--- config.mk ---
export PLATFORM = sky130hd
export DESIGN_NAME = ch_addr_gen
export DESIGN_NICKNAME = d
export VERILOG_FILES = /design/src/rtl/ch_addr_gen.sv
export SDC_FILE = /design/constraint.sdc
export NUM_CORES = 1
export LEC_CHECK = 0
export CAP_MARGIN = 30
export CORE_UTILIZATION = 55
export DETAILED_ROUTE_END_ITERATION = 6
export PLACE_DENSITY = 0.81
export SLEW_MARGIN = 20
export SYNTH_ARGS = -nofsm -noshare
export SYNTH_HDL_FRONTEND = slang
export SYNTH_SLANG_ARGS = --single-unit
--- constraint.sdc ---
create_clock -name aclk -period 4.7 [get_ports aclk]
set_clock_uncertainty 0.15 [all_clocks]
set_input_delay 1.175 -clock aclk [delete_from_list [all_inputs] [get_ports aclk]]
set_output_delay 1.175 -clock aclk [all_outputs]
set_load 0.05 [all_outputs]
--- src/rtl/ch_addr_gen.sv ---
// Multi-channel burst address generator: one 64-bit burst start address per cycle.
// Optional macro CH_ADDR_GEN_INTERLEAVE_EN selects burst-major emission order.
module ch_addr_gen #(
  parameter int unsigned NUM_CH      = 16,
  parameter int unsigned CH_SHIFT    = 28,
  parameter int unsigned BURST_SHIFT = 12,
  parameter int unsigned NBURST_W    = 16,
  parameter int unsigned CH_W        = $clog2(NUM_CH)
) (
  input  logic                aclk,
  input  logic                areset,
  input  logic                i_cmd_valid,
  output logic                i_cmd_ready,
  input  logic [63:0]         i_cmd_base,
  input  logic [NBURST_W-1:0] i_cmd_nburst,
  output logic                o_addr_valid,
  input  logic                o_addr_ready,
  output logic [63:0]         o_addr,
  output logic [CH_W-1:0]     o_addr_ch,
  output logic                o_addr_last_ch,
  output logic                o_addr_last,
  output logic                o_busy
);

  localparam logic [63:0]     CH_STEP    = 64'(1) << CH_SHIFT;
  localparam logic [63:0]     BURST_STEP = 64'(1) << BURST_SHIFT;
  localparam logic [CH_W-1:0] CH_MAX     = CH_W'(NUM_CH - 1);

  typedef enum logic {
    IDLE = 1'b0,
    GEN  = 1'b1
  } state_e;

  state_e              state_q;
  logic [NBURST_W-1:0] nburst_q;
  logic [NBURST_W-1:0] idx_q, idx_d;
  logic [CH_W-1:0]     ch_q, ch_d;
  // Base of the current outer-loop segment (channel base or round base).
  logic [63:0]         seg_q, seg_d;
  logic [63:0]         addr_q, addr_d;
  logic                valid_q;
  logic                last_ch_q, last_ch_d;
  logic                last_q, last_d;

  logic                cmd_accept;
  logic                addr_hs;
  logic [NBURST_W-1:0] nburst_last;

  assign i_cmd_ready    = (state_q == IDLE) && !areset;
  assign cmd_accept     = i_cmd_valid && i_cmd_ready;
  assign addr_hs        = valid_q && o_addr_ready;
  assign nburst_last    = nburst_q - NBURST_W'(1);

  assign o_addr_valid   = valid_q;
  assign o_addr         = addr_q;
  assign o_addr_ch      = ch_q;
  assign o_addr_last_ch = last_ch_q;
  assign o_addr_last    = last_q;
  assign o_busy         = (state_q == GEN);

  // Counter stepping and next address; each register path sees one 64-bit adder.
  always_comb begin
    idx_d  = idx_q;
    ch_d   = ch_q;
    seg_d  = seg_q;
    addr_d = addr_q;
`ifdef CH_ADDR_GEN_INTERLEAVE_EN
    if (ch_q != CH_MAX) begin
      ch_d   = ch_q + CH_W'(1);
      addr_d = addr_q + CH_STEP;
    end else begin
      ch_d   = '0;
      idx_d  = idx_q + NBURST_W'(1);
      seg_d  = seg_q + BURST_STEP;
      addr_d = seg_d;
    end
`else
    if (idx_q != nburst_last) begin
      idx_d  = idx_q + NBURST_W'(1);
      addr_d = addr_q + BURST_STEP;
    end else begin
      idx_d  = '0;
      ch_d   = ch_q + CH_W'(1);
      seg_d  = seg_q + CH_STEP;
      addr_d = seg_d;
    end
`endif
    last_ch_d = (idx_d == nburst_last);
    last_d    = last_ch_d && (ch_d == CH_MAX);
  end

  always_ff @(posedge aclk) begin
    if (areset) begin
      state_q   <= IDLE;
      nburst_q  <= '0;
      idx_q     <= '0;
      ch_q      <= '0;
      seg_q     <= '0;
      addr_q    <= '0;
      valid_q   <= 1'b0;
      last_ch_q <= 1'b0;
      last_q    <= 1'b0;
    end else begin
      case (state_q)
        IDLE: begin
          if (cmd_accept && (i_cmd_nburst != '0)) begin
            state_q   <= GEN;
            nburst_q  <= i_cmd_nburst;
            idx_q     <= '0;
            ch_q      <= '0;
            seg_q     <= i_cmd_base;
            addr_q    <= i_cmd_base;
            valid_q   <= 1'b1;
            last_ch_q <= (i_cmd_nburst == NBURST_W'(1));
            // NUM_CH >= 2, so the first address is never the last one.
            last_q    <= 1'b0;
          end
        end
        GEN: begin
          if (addr_hs) begin
            if (last_q) begin
              state_q   <= IDLE;
              valid_q   <= 1'b0;
              last_ch_q <= 1'b0;
              last_q    <= 1'b0;
            end else begin
              idx_q     <= idx_d;
              ch_q      <= ch_d;
              seg_q     <= seg_d;
              addr_q    <= addr_d;
              last_ch_q <= last_ch_d;
              last_q    <= last_d;
            end
          end
        end
        default: state_q <= IDLE;
      endcase
    end
  end

endmodule

==> results.cfg <==
[status]
outcome = finished, final reports clean

[route]
drt-wirelength-per-cell_um = 18.6
detail_route_antenna_nets = 0
dr.pass1.iters = 6
drtIter0Drc = 1195
route.final.wire_length_um = 32900
vias_per_cell = 6.40
drcViolationCount = 0
vias_after_detailed_routing = 11289

[sta]
final-max-slew-violation-count = 0
crit_path_time_final_ns = 4.35
worst_slew_margin_rel = 0.365
fmaxAchievable_ghz = 0.230
layout_worst_path_cycle_share = 0.926
grt_setup_unrepaired = false
timing_worst_slew_pin_value_ns = 0.945
hold_violations = 0
setup_violations = 0
setup-tns-final_ns = 0

[critical_path]
timing.critical_path.from_type = flop
crit_start = nburst_q[4]
crit_fanout = 16
rr_worst_depth = 10
rr_endpoint = o_addr[8]
r2r_start = nburst_q[4]
worst_ep_required_time_ns = 4.91
cp.arrival_ns = 4.57
critPathCaptureType = flop
r2r_slack_ns = 0.35
worstSetupPathType = reg2reg
crit_path_end = o_addr[8]

[placed_design]
dp_cells = 1730
placedInstanceArea_mm2 = 0.0122
number_of_buffer_cells_added_on_primary_ports = 156
place.gp.congestion = 0.936
dpl.hpwl_um = 22300

[layout]
post-route-cell-area_mm2 = 0.0128
utilization = 0.683
ratio_of_cells_with_drive_above_1_in_the_final_layout = 0.0582
fill_cells = 1583
layout-area-overhead-vs-synth_pct = 21.8
instances_no_fill = 1764
antennaDiodeCount = 0
fin_nets = 1606

[run]
cap_viol_max_count = 0

[clocking]
cts_num_sinks = 168
clk_pin_slew_worst_paths_ns = 0.08
hold_buffers = 0
cts-resized-gates = 0
clock_tree_from_tritoncts = yes
ctsLongestPathBuffers = 2
ctsRootBufferMaster = clkbuf_16
cts_inserted_buffers = 17
post_cts.repair.setup_buffers = 0
htreeDepth = 4
worstSkewPairLatency_ns = 0.44

[logic_synthesis]
mean_area_per_synthesized_cell_um2 = 7.38
synthArstFlopShare = 0
yosys_register_bits = 168
ys_dominant_reg_cell = dfxtp_1
netlist_top_cells_count = 218 x nand2_1, 168 x dfxtp_1, 125 x nor2_1
yosys_warnings = 0
combined_area_of_all_synthesized_cells_mm2 = 0.0105
synth-edff-count = 0
yosysTopAreaCellShare = 0.321
postSynthNetCount = 1510
yosysTopAreaCell = dfxtp_1
synth_sequential_area_ratio = 0.321
ys_types = 76
yosysMostFrequentCell = nand2_1
synth_cells = 1421
yosys-top-cells-area = dfxtp_1 32%, nand2_1 7.8%, a21oi_1 4.7%

[floorplanning]
die-area_mm2 = 0.0196
io_pins = 157
floorplan.die.width_um = 140
die_h_um = 140
std_cell_rows = 50
initial_utilization = 0.561
coreArea_mm2 = 0.0187

[global_route]
grt_start_max_net_pins = 95
residual_overflow_from_global_routing = 0
grt_use_total = 0.332
grt_antenna_before_repair = 0
first_global_vias = 10280
grt_pass1_wl_um = 52700

[power_and_ir_drop]
leakage_nw = 4.49
power.ir.vdd_worst_v = 0.000274
powerDensity_mw_per_mm2 = 305

[min_path]
min-delay-path-class = reg2reg
## worst min-delay path by stage
| stage | to | cells after the start | startpoint |
|---|---|---|---|
| finish | seg_q[20] | 2 | seg_q[20] |
| global route | seg_q[17] | 2 | seg_q[17] |
| floorplan | seg_q[19] | 2 | seg_q[19] |
| CTS | seg_q[20] | 2 | seg_q[20] |
| detailed placement | seg_q[20] | 2 | seg_q[20] |
| global placement | seg_q[20] | 2 | seg_q[20] |
## layer usage
metal | part of all wire | GRT usage | wire [µm] | vias to the layer above
met1 | 0.44 | 0.446 | 14300 | 5345
met3 | 0.080 | 0.0513 | 2630 | 76
met2 | 0.46 | 0.537 | 15100 | 563
li1 | - | - | - | 5305
met5 | 0 | 0 | 0 | -
met4 | 0.026 | 0.128 | 855 | 0
## critical path, stage by stage, from the launching register on
cell and delay (ns):
dfxtp_1 0.45, or4_4 0.60, nor4_1 0.57, mux2i_1 0.24
o2111ai_1 0.13, or4_1 0.65, or2_2 0.55, nor4_4 0.47
buf_4 0.24, nand2_1 0.06, a31oi_1 0.16
## placed cells by master (no fill, tap or decap), types with 11 or more instances in the layout
cell               n
a311oi_1          24
and2_1            11
xnor2_1           47
nand2b_1          12
and4_1            13
dfxtp_1          167
nand3b_1          30
o21ai_0           67
inv_1             14
nor3_1            70
buf_4             25
xor2_1            53
a31oi_1           28
nor2b_1           31
nor2_1           125
nand4_1           29
nand3_1           49
nor4_1            12
a21oi_1           97
clkbuf_16         17
o211ai_1          14
and3_1            38
clkdlybuf4s50_1  155
nand2_1          218
a21o_1            11
a211oi_1          17
## registers in the layout, summed over array words and instances, names as in the netlist
signal / cells
o_addr_last: 1
idx_q: 16
o_addr: 64
nburst_q: 16
o_busy: 1
o_addr_ch: 4
seg_q: 64
o_addr_valid: 1
o_addr_last_ch: 1
## power by group
group / total (W) / internal, W / switching (W)
clock: 0.00143 / 0.000720 / 0.000714
combinational: 0.000842 / 0.000332 / 0.000510
sequential: 0.00162 / 0.00150 / 0.000117
total: 0.00390 / 0.00256 / 0.00134
## cell type report
| class | instances | area (µm²) | share of cell area |
|---|---|---|---|
| timing repair buffer | 185 | 1830 | 0.143 |
| multi-input combinational | 1130 | 6640 | 0.519 |
| clock buffer | 17 | 425 | 0.0333 |
| inverter | 15 | 56.3 | 0.00440 |
| tap | 234 | 293 | 0.0229 |
| clock inverter | 15 | 171 | 0.0134 |
| sequential | 168 | 3370 | 0.263 |
## kinds of logic (layout without fill, tap and decap cells)
family | count (synthesis) | in the layout | share of synthesized area
compound gates | 338 | 338 | 0.210
buf+inv | 123 | 232 | 0.0497
simple gates | 680 | 680 | 0.324
fa+ha+maj | 5 | 5 | 0.00596
mux | 7 | 7 | 0.00692
flops | 168 | 168 | 0.321
xor+xnor | 100 | 100 | 0.0835
## through the flow
step	total power (W)	hold slack (ns)	setup slack, ns
detailed placement	0.00247	0.296	0.193
global route	0.00404	0.326	0.0801
global placement	0.00246	0.288	0.236
CTS	0.00388	0.307	0.360
finish	0.00390	0.306	0.349
floorplan	0.00217	0.282	0.910
Power figures use the tool's default switching activity.
